--- src/rtl/pipelined_adder_pkg.sv ---
// ============================================================================
// pipelined_adder_pkg : shared defaults and result-flag record
// Revision 1.0
// ============================================================================
`default_nettype none

package pipelined_adder_pkg;

    localparam int DEFAULT_WIDTH  = 32;
    localparam int DEFAULT_STAGES = 2;

    typedef struct packed {
        logic carry;
        logic ovf;
        logic zero;
    } result_flags_t;

endpackage

`default_nettype wire

--- src/rtl/adder_slice.sv ---
// ============================================================================
// adder_slice : CHUNK-bit adder with carry in/out and MSB carry-in tap
// Revision 1.0
// ============================================================================
`default_nettype none

module adder_slice #(
    parameter int CHUNK = 16
) (
    input  logic [CHUNK-1:0] a,
    input  logic [CHUNK-1:0] b,
    input  logic             cin,
    output logic [CHUNK-1:0] sum,
    output logic             cout,
    output logic             msb_cin
);

    logic [CHUNK:0] full;

    assign full    = {1'b0, a} + {1'b0, b} + {{CHUNK{1'b0}}, cin};
    assign sum     = full[CHUNK-1:0];
    assign cout    = full[CHUNK];
    // The carry entering the top bit is recovered from that bit's sum and operands.
    assign msb_cin = a[CHUNK-1] ^ b[CHUNK-1] ^ full[CHUNK-1];

endmodule

`default_nettype wire

--- src/rtl/pipelined_adder.sv ---
// ============================================================================
// pipelined_adder : valid/ready pipelined add/subtract, one slice per stage
// Revision 1.0
// ============================================================================
`default_nettype none

module pipelined_adder
    import pipelined_adder_pkg::*;
#(
    parameter int WIDTH  = DEFAULT_WIDTH,
    parameter int STAGES = DEFAULT_STAGES
) (
    input  logic             clk,
    input  logic             rst_n,
    input  logic             in_valid,
    output logic             in_ready,
    input  logic [WIDTH-1:0] in_a,
    input  logic [WIDTH-1:0] in_b,
    input  logic             in_sub,
    input  logic             in_cin,
    output logic             out_valid,
    input  logic             out_ready,
    output logic [WIDTH-1:0] out_sum,
    output logic             out_carry,
    output logic             out_ovf,
    output logic             out_zero
);

    localparam int CHUNK = WIDTH / STAGES;

    logic [STAGES-1:0] stage_valid;
    result_flags_t     flags;

    for (genvar k = 0; k < STAGES; k++) begin : g_stage
        logic [WIDTH-1:0] acc_in;
        logic [WIDTH-1:0] b_in;
        logic             cin_in;
        logic             valid_in;
        logic [CHUNK-1:0] slice_sum;
        logic             slice_cout;
        logic             slice_msb;
        logic             ready;
        logic             valid_q;
        logic [WIDTH-1:0] acc_q;
        logic             carry_q;

        // A stage can take new data unless it and every stage after it is full and stalled.
        assign ready          = out_ready || !(&stage_valid[STAGES-1:k]);
        assign stage_valid[k] = valid_q;

        if (k == 0) begin : g_src
            assign acc_in   = in_a;
            assign b_in     = in_sub ? ~in_b : in_b;
            assign cin_in   = in_sub | in_cin;
            assign valid_in = in_valid;
        end else begin : g_chain
            assign acc_in   = g_stage[k-1].acc_q;
            assign b_in     = g_stage[k-1].g_fwd.b_q;
            assign cin_in   = g_stage[k-1].carry_q;
            assign valid_in = g_stage[k-1].valid_q;
        end

        adder_slice #(
            .CHUNK (CHUNK)
        ) u_slice (
            .a       (acc_in[CHUNK-1:0]),
            .b       (b_in[CHUNK-1:0]),
            .cin     (cin_in),
            .sum     (slice_sum),
            .cout    (slice_cout),
            .msb_cin (slice_msb)
        );

        // acc rotates right one slice per stage: finished sum slices enter at the top,
        // unprocessed operand-a slices move down, so after STAGES hops it is the sum.
        always_ff @(posedge clk) begin
            if (!rst_n) begin
                valid_q <= 1'b0;
                acc_q   <= '0;
                carry_q <= 1'b0;
            end else if (ready) begin
                valid_q <= valid_in;
                acc_q   <= (acc_in >> CHUNK) | (WIDTH'(slice_sum) << (WIDTH - CHUNK));
                carry_q <= slice_cout;
            end
        end

        if (k == STAGES - 1) begin : g_last
            logic             ovf_q;
            logic [WIDTH-1:0] unused_b;

            assign unused_b = b_in;

            always_ff @(posedge clk) begin
                if (!rst_n) begin
                    ovf_q <= 1'b0;
                end else if (ready) begin
                    ovf_q <= slice_cout ^ slice_msb;
                end
            end
        end else begin : g_fwd
            logic [WIDTH-1:0] b_q;
            logic             unused_msb;

            assign unused_msb = slice_msb;

            always_ff @(posedge clk) begin
                if (!rst_n) begin
                    b_q <= '0;
                end else if (ready) begin
                    b_q <= (b_in >> CHUNK) | (b_in << (WIDTH - CHUNK));
                end
            end
        end
    end

    assign in_ready    = g_stage[0].ready;
    assign out_valid   = stage_valid[STAGES-1];
    assign out_sum     = g_stage[STAGES-1].acc_q;

    assign flags.carry = g_stage[STAGES-1].carry_q;
    assign flags.ovf   = g_stage[STAGES-1].g_last.ovf_q;
    assign flags.zero  = out_valid && (out_sum == '0);

    assign out_carry   = flags.carry;
    assign out_ovf     = flags.ovf;
    assign out_zero    = flags.zero;

endmodule

`default_nettype wire

--- config.mk ---
export PLATFORM = sky130hd
export DESIGN_NAME = pipelined_adder
export DESIGN_NICKNAME = d
export VERILOG_FILES = /design/src/rtl/pipelined_adder_pkg.sv /design/src/rtl/adder_slice.sv /design/src/rtl/pipelined_adder.sv
export SDC_FILE = /design/constraint.sdc
export NUM_CORES = 1
export LEC_CHECK = 0
export CAP_MARGIN = 0
export CORE_UTILIZATION = 50
export CTS_CLUSTER_SIZE = 16
export DETAILED_ROUTE_END_ITERATION = 7
export HOLD_SLACK_MARGIN = 0.06
export PLACE_DENSITY = 0.79
export SYNTH_ARGS = -nofsm -noshare
export SYNTH_HDL_FRONTEND = slang
export SYNTH_SLANG_ARGS = --single-unit
--- constraint.sdc ---
create_clock -name clk -period 8.82 [get_ports clk]
set_clock_uncertainty 0.15 [all_clocks]
set_input_delay 0.882 -clock clk [delete_from_list [all_inputs] [get_ports clk]]
set_output_delay 0.882 -clock clk [all_outputs]
set_load 0.005 [all_outputs]
# == Yosys cells after proc, flatten, opt, wreduce, memory -nomap -nowiden ==
# Index checks and enable logic that the tools add are counted.
# word_totals
reg_bits,85
latchBits,0
ram_bits,0
rom_bits,0
out_inout_bits,37
word_cells,28
n_memories,0
# op_classes
addsub,4
multipliers,0
div_mod_pow,0
magnitude_cmp,0
eq_ne,0
shifts,0
n_mux,1
bitwise_logic,8
n_reduce_logical,7
# op_table
op,count
$or 16x32->32,2
$add 16x16->17,2
$add 17x1->17,2
$logic_not 32->1,1
$mux 32,1
$not 32->32,1
$or 16x1->16 const B,1
$xor 1x1->1,3
$logic_not 1->1,2
$logic_or 1x1->1,2
$reduce_and 2->1,1
$logic_and 1x1->1,1
$or 1x1->1,1

# == Depth between registers and ports, before layout ==
# Gate-level depths: netlist of the first run.
# depth
depth_word,5
mapped_depth,12
mapped_depth_nobuf,10

# == Modules after synthesis ==
# Synthesis of the first run repeated with hierarchy kept, for this count alone.
# unflattened
hier_cells,594
area_unflattened_um2,5121.2
# by_module_without_submodules
module,instances,cells_per_inst,area_each_um2,seq_area_each_um2
pipelined_adder,1,401,3538.4,1701.6
adder_slice at g_stage[0].u_slice,1,101,859.6,0.0
adder_slice at g_stage[1].u_slice,1,92,723.2,0.0

# == Least setup slack after synthesis of the first run ==
# Ideal clock, no wire load.
# synth_path
path_type,input to register
startpoint,input port in_sub
endpoint,register g_stage[0].acc_q[30]
setup_time_ps,79
t_arrival_ps,3252
required_time_ps,8591
setup_slack_ps,5339
stages,12
path_buffers,2
path_cell_list,clkbuf_1 -> buf_2 -> xor2_1 -> fa_1 -> inv_1 -> fa_1 -> nor2b_1 -> o31ai_1 -> a211oi_1 -> o2111a_1 -> nand4b_1 -> o211ai_1
# synth_via
elab_chain_cells,4
# synth_rtl
item,line_no,text
from (decl),pipelined_adder.sv:19,"input logic in_sub,"
$mux 32,pipelined_adder.sv:53,assign b_in = in_sub ? ~in_b : in_b;
$add 16x16->17,adder_slice.sv:20,"assign full = {1'b0, a} + {1'b0, b} + {{CHUNK{1'b0}}, cin};"
$add 17x1->17 (*),adder_slice.sv:20,
$or 16x32->32 (*),pipelined_adder.sv:83,acc_q <= (acc_in >> CHUNK) | (WIDTH'(slice_sum) << (WIDTH - CHUNK));
to (signal assigned),pipelined_adder.sv:83,
to (decl),pipelined_adder.sv:44,logic [WIDTH-1:0] acc_q;
# Every way passes the cells marked *; elsewhere a longest branch is shown, timed or not.
# A chain may end at the register's enable or synchronous reset.

# == Worst setup path after layout of the first run ==
# layout_path
startpoint,input port out_ready
endpoint,output port in_ready
# layout_via
elab_chain_cells,1
# layout_rtl
item,line_no,text
from (decl),pipelined_adder.sv:22,"input logic out_ready,"
$logic_or 1x1->1,pipelined_adder.sv:48,assign ready = out_ready || !(&stage_valid[STAGES-1:k]);
to (decl),pipelined_adder.sv:16,"output logic in_ready,"
# Every way passes these cells.

==> flow_metrics.tcl, run 1 <==
set metrics [dict create \
    drt_pre_antenna_iters 4 \
    start_util_pct 51.4 \
    synthArstFlopShare_pct 0 \
    synth_warnings 0 \
    synthDistinctLibCells 56 \
    fin_crit_ns 3.88 \
    fin_hold_ws_ns 0.324 \
    syn2layout_area_growth_pct 26.4 \
    synth.cell_area_um2 5020 \
    final_nets 783 \
    ant_nets 0 \
    seq_area_frac_synth_pct 33.9 \
    max_freq_ghz 0.257 \
    path_class "in2out" \
    clk_pin_slew_ns 0.09 \
    rows 36 \
    crit_path_start_kind "input port" \
    reg2reg_slack_ns 5.80 \
    synth_ff_type "dfxtp_1" \
    dp_hpwl_um 9080 \
    vias 4629 \
    grt_pass1_vias 4331 \
    core_area_um2 9770 \
    cts_buffers 9 \
    rsz0062_at_grt "no" \
    insertion_delay_ns 0.36 \
    slew_headroom_pct 38.9 \
    die_y_um 102 \
    maxSlewViolCount 0 \
    syn-num-nets 696 \
    status "finished, final reports clean" \
    setup_tns_ns 0 \
    cts_tree "built" \
    grt_max_degree 106 \
    post_cts_resize_count 0 \
    slowest_delay_ns 0.45 \
    tightest_slew_ns 0.916 \
    clockBufferDepth 2 \
    synthCells 592 \
    finalHoldViolations 0 \
    n_antenna_cell 0 \
    cts_hold_buf 0 \
    leakagePower_nw 2.71 \
    setup_slack_ns 4.94 \
    drive_gt1_share_pct 4.82 \
    preCtsSetupSlack_ns 4.76 \
    post-route-period-util_pct 44.0 \
    track_usage_pct 24.7 \
    arrival_ns 2.85 \
    worstPathRequired_ns 7.79 \
    setup_viol 0 \
    synth-seq-cells 85 \
    io_pins 107 \
    drt_iter0_drc 207 \
    drc 0 \
    critPathTopFamily "buffers and inverters" \
    wl_um 12400 \
    peakVddDrop_uv 80.8 \
    fp.dieW_um 102 \
    path_max_fanout 40 \
    maxCapViolations 0 \
    fillers 840 \
    cts_root_buf "clkbuf_8" \
    synth_edf_count 0 \
    grt_pass1_wl_um 20400 \
    post_cts.repair.setup_buffers 0 \
    min_path_type "reg2reg" \
    antenna_found_initial 0 \
    cp_slowest_cell "clkdlybuf4s50_1" \
    avgSynthCellArea_um2 8.49 \
    path_cells "clkdlybuf4s50_1, nor2b_2, buf_4, and2_1, buf_4, inv_2, clkdlybuf4s50_1" \
    vias_per_cell 5.67 \
    htree_levels 3 \
    clock-sinks 85 \
    cp-end-kind "output pin" \
    path_buf_inv 5 \
    power_density_nw_per_um2 173 \
    routabilityCongestion 0.886 \
    io_buffers 106 \
    routedWlPerCell_um 15.2 \
    die_area_um2 10500 \
    gr-total-overflow 0 \
]
[sequential cells by signal (all words and copies together) (netlist names)]
name / flops
g_stage.acc_q: 32
out_sum: 32
out_ovf: 1
g_stage.g_fwd.b_q: 16
out_valid: 1
g_stage.valid_q: 1
out_carry: 1
g_stage.carry_q: 1
[cell usage after synthesis, types with 2 or more instances]
cell,n,area [um^2]
nor3_1,11,55.1
clkbuf_8,4,55.1
a211oi_1,9,67.6
buf_1,4,15.0
nand4_1,7,43.8
xnor2_1,20,175
inv_1,9,33.8
fa_1,4,80.1
mux2i_1,3,30.0
o21a_1,6,45.0
nand2b_1,3,18.8
a21boi_0,39,293
nand2_1,112,420
nor2_1,14,52.6
nand4b_1,4,35.0
nor2b_1,4,25.0
buf_2,8,40.0
a21oi_1,20,100
clkbuf_1,18,67.6
o31ai_1,2,15.0
o21bai_1,4,30.0
and2_1,8,50.1
a211oi_2,2,25.0
a31oi_1,5,31.3
nor4b_1,3,26.3
o21ai_0,34,170
and3_1,3,18.8
nand3_1,16,80.1
o21ai_1,2,10.0
nand3b_1,4,30.0
nor3b_1,3,22.5
or3_1,5,31.3
a21o_1,9,67.6
o211a_1,21,210
nor4_1,7,43.8
ha_1,30,375
xor2_1,23,201
dfxtp_1,85,1700
a311o_1,2,20.0
o211ai_1,9,67.6
[placed cells by master (no fill, tap or decap), types with 3 or more instances in the layout]
cell type / instances
a211oi_1: 9
nor4_1: 7
nor3_1: 11
nand4b_1: 4
fa_1: 4
and2_1: 8
inv_1: 8
a21o_1: 9
o211a_1: 21
nand2b_1: 3
nor4b_1: 3
nand4_1: 7
clkdlybuf4s50_1: 104
buf_4: 5
mux2i_1: 3
nor2_1: 14
or3_1: 5
o21ai_0: 34
nand3b_1: 4
o211ai_1: 9
nand3_1: 16
nor3b_1: 3
o21bai_1: 4
inv_6: 3
bufinv_16: 3
o21a_1: 6
nor2b_1: 3
a31oi_1: 5
clkbuf_8: 9
nand2_1: 112
and3_1: 3
ha_1: 30
xnor2_1: 20
a21boi_0: 39
xor2_1: 23
dfxtp_1: 85
a21oi_1: 20
[per-layer routing]
layer	global-route usage, %	vias up	wire, um
met5	0	-	0
met4	6.59	0	153
met3	3.28	15	652
met2	41.1	141	5700
met1	33.7	2170	5900
li1	-	2303	-
[power breakdown]
part           internal [W]  switching [W]
clock              0.000193       0.000155
combinational      0.000150       0.000138
sequential         0.000426      0.0000337
[kinds of logic (layout without fill, tap and decap cells)]
| logic type | Yosys count | in the layout | synth area share, % |
|---|---|---|---|
| AO/OA/AOI/OAI | 173 | 173 | 24.8 |
| adder cells (fa/ha/maj) | 34 | 34 | 9.07 |
| multiplexers | 3 | 3 | 0.598 |
| buffers and inverters | 44 | 136 | 4.31 |
| XOR/XNOR | 43 | 43 | 7.50 |
| AND/OR/NAND/NOR | 210 | 210 | 19.9 |
| flip-flops | 85 | 85 | 33.9 |
[layout make-up]
| type | count | area [um^2] | area share, % |
|---|---|---|---|
| clock buffer | 9 | 124 | 1.95 |
| clock inverter | 7 | 128 | 2.01 |
| inverter | 9 | 33.8 | 0.532 |
| multi-input combinational | 463 | 3110 | 48.9 |
| sequential | 85 | 1700 | 26.8 |
| tap | 133 | 166 | 2.62 |
| timing repair buffer | 111 | 1090 | 17.1 |
[through the flow]
stage | std cells | instance area [um^2] | power [W] | utilization (%)
after floorplan | 592 | 5020 | 0.000635 | -
after detailed placement | 801 | 6100 | 0.000752 | 62.4
after global routing | 817 | 6350 | 0.00115 | 65.0
after global placement | 801 | 6100 | 0.000742 | 62.4
after CTS | 817 | 6350 | 0.00110 | 65.0
final | 817 | 6350 | 0.00110 | 65.0
[worst register-to-register path, stage by stage, from the launching register on]
cell      delay [ns]
dfxtp_1         0.35
fa_1            0.49
fa_1            0.45
a211oi_1        0.44
o21ai_1         0.23
a41oi_1         0.30
xor2_1          0.26
o21ai_0         0.10
and2_1          0.16
[worst paths after layout]
path                                          from                  endpoint  cells after the start
hold / removal     g_stage[0].valid_q$_SDFFE_PN0P_    out_valid$_SDFFE_PN0P_                      1
hold reg to reg    g_stage[0].valid_q$_SDFFE_PN0P_    out_valid$_SDFFE_PN0P_                      1
setup reg to reg  g_stage[0].acc_q[0]$_SDFFE_PN0P_  out_sum[26]$_SDFFE_PN0P_                      8
setup / recovery                         out_ready                  in_ready                      7
No activity file was read; power rests on OpenSTA's default activity.
==> run 2: changes to the inputs <==
==> constraint.sdc (replaced) <==
create_clock -name clk -period 3.6 [get_ports clk]
set_clock_uncertainty 0.15 [all_clocks]
set_input_delay 0.36 -clock clk [delete_from_list [all_inputs] [get_ports clk]]
set_output_delay 0.36 -clock clk [all_outputs]
set_load 0.005 [all_outputs]
==> run 2 against run 1 <==
Effect of this change:
- flip-flop and latch count unchanged
- non-clock buffer count increased by 3
- critical path depth increased by 4
- design area decreased by 0.79%
- clock-buffer cell count increased by 4
- sequential share of layout area increased by 0.21 points
- die area unchanged
- largest power group unchanged
==> flow_metrics.tcl, run 2 (synthesized netlist as in run 1, its figures left out) <==
set metrics [dict create \
    die_y_um 102 \
    clk_pin_slew_ns 0.08 \
    cts_root_buf "clkbuf_8" \
    drt_pre_antenna_iters 5 \
    stdcell_area_um2 6300 \
    worstPathRequired_ns 3.74 \
    status "finished, final reports clean" \
    leakagePower_nw 2.69 \
    postPlaceCellArea_um2 6130 \
    setup_viol 0 \
    peakVddDrop_uv 160 \
    crit_path_start_kind "input port" \
    setup_tns_ns 0 \
    cts_hold_buf 0 \
    power_density_nw_per_um2 387 \
    final_common_cell "nand2_1" \
    max_freq_ghz 0.347 \
    slew_headroom_pct 26.4 \
    wl_um 12400 \
    finalHoldViolations 0 \
    multi_input_area_um2 3110 \
    clockBufferDepth 2 \
    drc 0 \
    antenna_found_initial 0 \
    fp.dieW_um 102 \
    start_util_pct 51.4 \
    drt_iter0_drc 257 \
    tightest_slew_ns 1.10 \
    n_antenna_cell 0 \
    maxCapViolations 0 \
    path_max_fanout 3 \
    io_pins 107 \
    cts_tree "built" \
    insertion_delay_ns 0.35 \
    post-route-period-util_pct 80.1 \
    ant_nets 0 \
    post_cts_resize_count 0 \
    sequential_cell_area_um2 1700 \
    final_nets 786 \
    fin_crit_ns 2.88 \
    grt_pass1_vias 4119 \
    rsz0062_at_grt "no" \
    io_buffers 106 \
    arrival_ns 3.02 \
    maxSlewViolCount 0 \
    grt_max_degree 72 \
    rows 36 \
    clock-sinks 85 \
    die_area_um2 10500 \
    track_usage_pct 24.2 \
    routedWlPerCell_um 15.1 \
    core_area_um2 9770 \
    min_path_type "reg2reg" \
    cp-end-kind "register" \
    post_cts.repair.setup_buffers 0 \
    syn2layout_area_growth_pct 25.4 \
    path_class "in2reg" \
    gr-total-overflow 0 \
    htree_levels 3 \
    routabilityCongestion 0.870 \
    vias_per_cell 5.61 \
    drive_gt1_share_pct 4.67 \
    cts_buffers 9 \
    fillers 882 \
    vias 4592 \
    final_cell_mix "112 x nand2_1, 104 x clkdlybuf4s50_1, 85 x dfxtp_1, 39 x a21boi_0, 34 x o21ai_0" \
    dp_hpwl_um 9250 \
    grt_pass1_wl_um 19600 \
]
run 2: changes by cell type in the layout (fill, tap and decap cells not counted):
| cell | previous run | this run |
|---|---|---|
| buf_12 | 0 | 1 |
| buf_4 | 5 | 7 |
| bufinv_16 | 3 | 0 |
| clkbuf_1 | 0 | 2 |
| clkbuf_8 | 9 | 11 |
| clkinvlp_4 | 0 | 1 |
| inv_6 | 3 | 0 |
| inv_8 | 1 | 0 |
run 2: critical path: stages:
cell             delay (ns)
clkdlybuf4s50_1        0.47
xor2_1                 0.20
fa_1                   0.26
inv_1                  0.07
fa_1                   0.41
nor2b_1                0.23
o31ai_1                0.11
a211oi_1               0.40
o2111a_1               0.27
o21ai_0                0.10
a21oi_1                0.14
run 2: path summary, 6_finish.rpt:
| check | end | depth (start not counted) | start | slack (ns) |
|---|---|---|---|---|
| worst max-delay path | g_stage[0].carry_q$_SDFFE_PN0P_ | 11 | in_b[0] | 0.72 |
| worst min-delay path | out_valid$_SDFFE_PN0P_ | 1 | g_stage[0].valid_q$_SDFFE_PN0P_ | 0.31 |
| worst max register to register | out_sum[26]$_SDFFE_PN0P_ | 8 | g_stage[0].acc_q[0]$_SDFFE_PN0P_ | 0.72 |
| worst min register to register | out_valid$_SDFFE_PN0P_ | 1 | g_stage[0].valid_q$_SDFFE_PN0P_ | 0.31 |
run 2: cell type report:
cell class | count | share of cell area (%)
Multi-Input combinational cell | 463 | 49.3
Timing Repair Buffer | 114 | 17.8
Tap cell | 133 | 2.64
Clock inverter | 1 | 0.119
Clock buffer | 13 | 2.52
Sequential cell | 85 | 27.0
Inverter | 9 | 0.536
run 2: power breakdown:
part / switching, W / internal (W) / leakage, nW
Combinational: 0.000340 / 0.000372 / 1.90
Clock: 0.000322 / 0.000282 / 0.0816
Sequential: 0.0000782 / 0.00104 / 0.705
Total: 0.000741 / 0.00170 / 2.69
run 2: metrics by stage:
step	hold WS (ns)	worst slack [ns]	cells	power (W)	util [%]
2_1_floorplan	0.282	0.641	592	0.00156	-
6_report	0.310	0.715	818	0.00244	64.5
3_3_place_gp	0.292	0.501	804	0.00182	62.7
4_1_cts	0.315	0.703	818	0.00245	64.5
5_1_grt	0.345	0.467	818	0.00258	64.5
3_5_place_dp	0.298	0.340	804	0.00185	62.7
run 2: routing by layer:
layer  routed length [um]  vias to the layer above  GRT usage (%)
li1                     -                     2304              -
met1                 6090                     2142           34.2
met2                 5570                      131           37.7
met3                  527                       15           2.87
met4                  165                        0           9.12
met5                    0                        -              0
==> run 3: changes to the inputs <==
--- a/config.mk
+++ b/config.mk
@@ -6,11 +6,11 @@
 export NUM_CORES = 1
 export LEC_CHECK = 0
 export CAP_MARGIN = 0
-export CORE_UTILIZATION = 50
+export CORE_UTILIZATION = 47
 export CTS_CLUSTER_SIZE = 16
 export DETAILED_ROUTE_END_ITERATION = 7
 export HOLD_SLACK_MARGIN = 0.06
-export PLACE_DENSITY = 0.79
+export PLACE_DENSITY = 0.78
 export SYNTH_ARGS = -nofsm -noshare
 export SYNTH_HDL_FRONTEND = slang
 export SYNTH_SLANG_ARGS = --single-unit
==> constraint.sdc (replaced) <==
create_clock -name clk -period 2.64 [get_ports clk]
set_clock_uncertainty 0.15 [all_clocks]
set_input_delay 0.264 -clock clk [delete_from_list [all_inputs] [get_ports clk]]
set_output_delay 0.264 -clock clk [all_outputs]
set_load 0.005 [all_outputs]
==> run 3 against run 2 <==
Effect of this change:
- power increased by 55%
- sequential power up 38%
- sequential share of layout area shrank 1.5 points
- hold slack got worse by 0.0050 ns
- global-route usage fell by 0.18 points
- first-iteration DRC count increased by 2.3%
- combinational power increased by 50%
- largest power group unchanged
- non-clock buffer count up 26
- clock-buffer cell count down 4
- die area increased by 6.3%
- flip-flop and latch count stayed put
- cell count up 3.8%
==> flow_metrics.tcl, run 3 (synthesized netlist as in run 1, its figures left out) <==
set metrics [dict create \
    rsz0062_at_grt "no" \
    power_density_nw_per_um2 565 \
    die_area_um2 11100 \
    clk_pin_slew_ns 0.09 \
    sequential_cell_area_um2 1700 \
    rows 37 \
    clock-sinks 85 \
    min_path_type "in2reg" \
    io_buffers 106 \
    grt_max_degree 40 \
    max_freq_ghz 0.391 \
    drt_pre_antenna_iters 4 \
    finalHoldViolations 0 \
    routedWlPerCell_um 15.4 \
    arrival_ns 2.65 \
    start_util_pct 48.7 \
    cts_hold_buf 0 \
    post_cts.repair.setup_buffers 0 \
    cp_slowest_cell "clkdlybuf4s50_1" \
    status "finished, final reports clean" \
    post-route-period-util_pct 96.8 \
    vias_per_cell 5.60 \
    wl_um 13000 \
    track_usage_pct 24.0 \
    dp_hpwl_um 9860 \
    peakVddDrop_uv 375 \
    core_area_um2 10300 \
    slew_headroom_pct 50.1 \
    leakagePower_nw 2.87 \
    fin_crit_ns 2.56 \
    htree_levels 3 \
    fillers 896 \
    setup_slack_ns 0.0838 \
    maxSlewViolCount 0 \
    cts_root_buf "clkbuf_8" \
    setup_tns_ns 0 \
    cts_buffers 9 \
    antenna_found_initial 0 \
    preCtsSetupSlack_ns -0.336 \
    clockBufferDepth 2 \
    slowest_delay_ns 0.40 \
    path_cells "clkdlybuf4s50_1, or2_4, fa_2, inv_2, fa_2, nor2b_4, o31ai_4, a211oi_2, buf_4, o21ai_0, xor2_1, a21oi_1" \
    crit_path_start_kind "input port" \
    gr-total-overflow 0 \
    io_pins 107 \
    drive_gt1_share_pct 10.7 \
    routabilityCongestion 0.880 \
    final_nets 812 \
    path_class "in2reg" \
    postPlaceCellArea_um2 6360 \
    path_buf_inv 3 \
    syn2layout_area_growth_pct 32.9 \
    stdcell_area_um2 6680 \
    multi_input_area_um2 3190 \
    cp-end-kind "register" \
    grt_pass1_vias 4408 \
    maxCapViolations 0 \
    critPathTopFamily "compound AO/OA/AOI/OAI gates" \
    tightest_slew_ns 0.729 \
    vias 4754 \
    path_common_cell "fa_2" \
    worstPathRequired_ns 2.73 \
    cts_tree "built" \
    ant_nets 0 \
    insertion_delay_ns 0.36 \
    fin_util_pct 64.7 \
    die_y_um 105 \
    grt_pass1_wl_um 21400 \
    path_max_fanout 3 \
    fp.dieW_um 105 \
    final_cell_mix "112 x nand2_1, 104 x clkdlybuf4s50_1, 84 x dfxtp_1, 39 x a21boi_0" \
    final_common_cell "nand2_1" \
    setup_viol 0 \
    n_antenna_cell 0 \
    drt_iter0_drc 263 \
    drc 0 \
]
## run 3: changes by cell type in the layout (fill, tap and decap cells not counted), sizes merged
cell / before / now
bufinv: 0 / 3
clkinvlp: 1 / 0
clkbuf: 13 / 9
buf: 10 / 36
inv: 9 / 13
## run 3: final timing paths
check,depth (start not counted),to,from,slack (ns)
setup / recovery,12,g_stage[0].acc_q[28]$_SDFFE_PN0P_,in_cin,0.08
hold / removal,3,g_stage[0].acc_q[6]$_SDFFE_PN0P_,in_a[22],0.30
setup reg to reg,8,out_sum[22]$_SDFFE_PN0P_,g_stage[0].acc_q[0]$_SDFFE_PN0P_,0.11
hold reg to reg,2,out_sum[11]$_SDFFE_PN0P_,g_stage[0].acc_q[27]$_SDFFE_PN0P_,0.32
## run 3: what timing repair did
action,in CTS,in global routing
endpoints found under the setup margin,6,15
gates resized for setup,2,11
pin swaps,1,5
endpoints found under the hold margin,0,0
## run 3: layout make-up
cell class | instances | area share, %
clock inverters | 7 | 1.91
inverters | 9 | 0.506
flip-flops and latches | 85 | 25.5
repair buffers | 140 | 19.9
multi-input cells | 463 | 47.7
well taps | 136 | 2.55
clock buffers | 9 | 1.86
## run 3: where the power goes
group | total (W) | internal [W] | switching [W]
clock network | 0.00117 | 0.000645 | 0.000520
logic | 0.00107 | 0.000577 | 0.000497
registers | 0.00154 | 0.00142 | 0.000111
total | 0.00377 | 0.00265 | 0.00113
## run 3: metal layers
layer / wire length [um] / track usage, % / vias up
met3: 572 / 2.60 / 18
met4: 186 / 7.24 / 0
met5: 0 / 0 / -
li1: - / - / 2346
met1: 6210 / 32.6 / 2261
met2: 6070 / 39.9 / 129
## run 3: worst register-to-register path, stage by stage (launching register included)
cell	delay [ns]
dfxtp_2	0.34
fa_2	0.40
fa_1	0.41
a211oi_2	0.28
o21bai_1	0.11
a21oi_1	0.18
xor2_1	0.28
o21ai_0	0.12
and2_1	0.18
## run 3: per-stage QoR
step | hold WS [ns] | total power (W) | std cells
floorplan | 0.238 | 0.00213 | 592
global placement | 0.293 | 0.00257 | 833
detailed placement | 0.302 | 0.00260 | 833
CTS | 0.292 | 0.00377 | 849
global route | 0.315 | 0.00398 | 849
finish | 0.305 | 0.00377 | 849
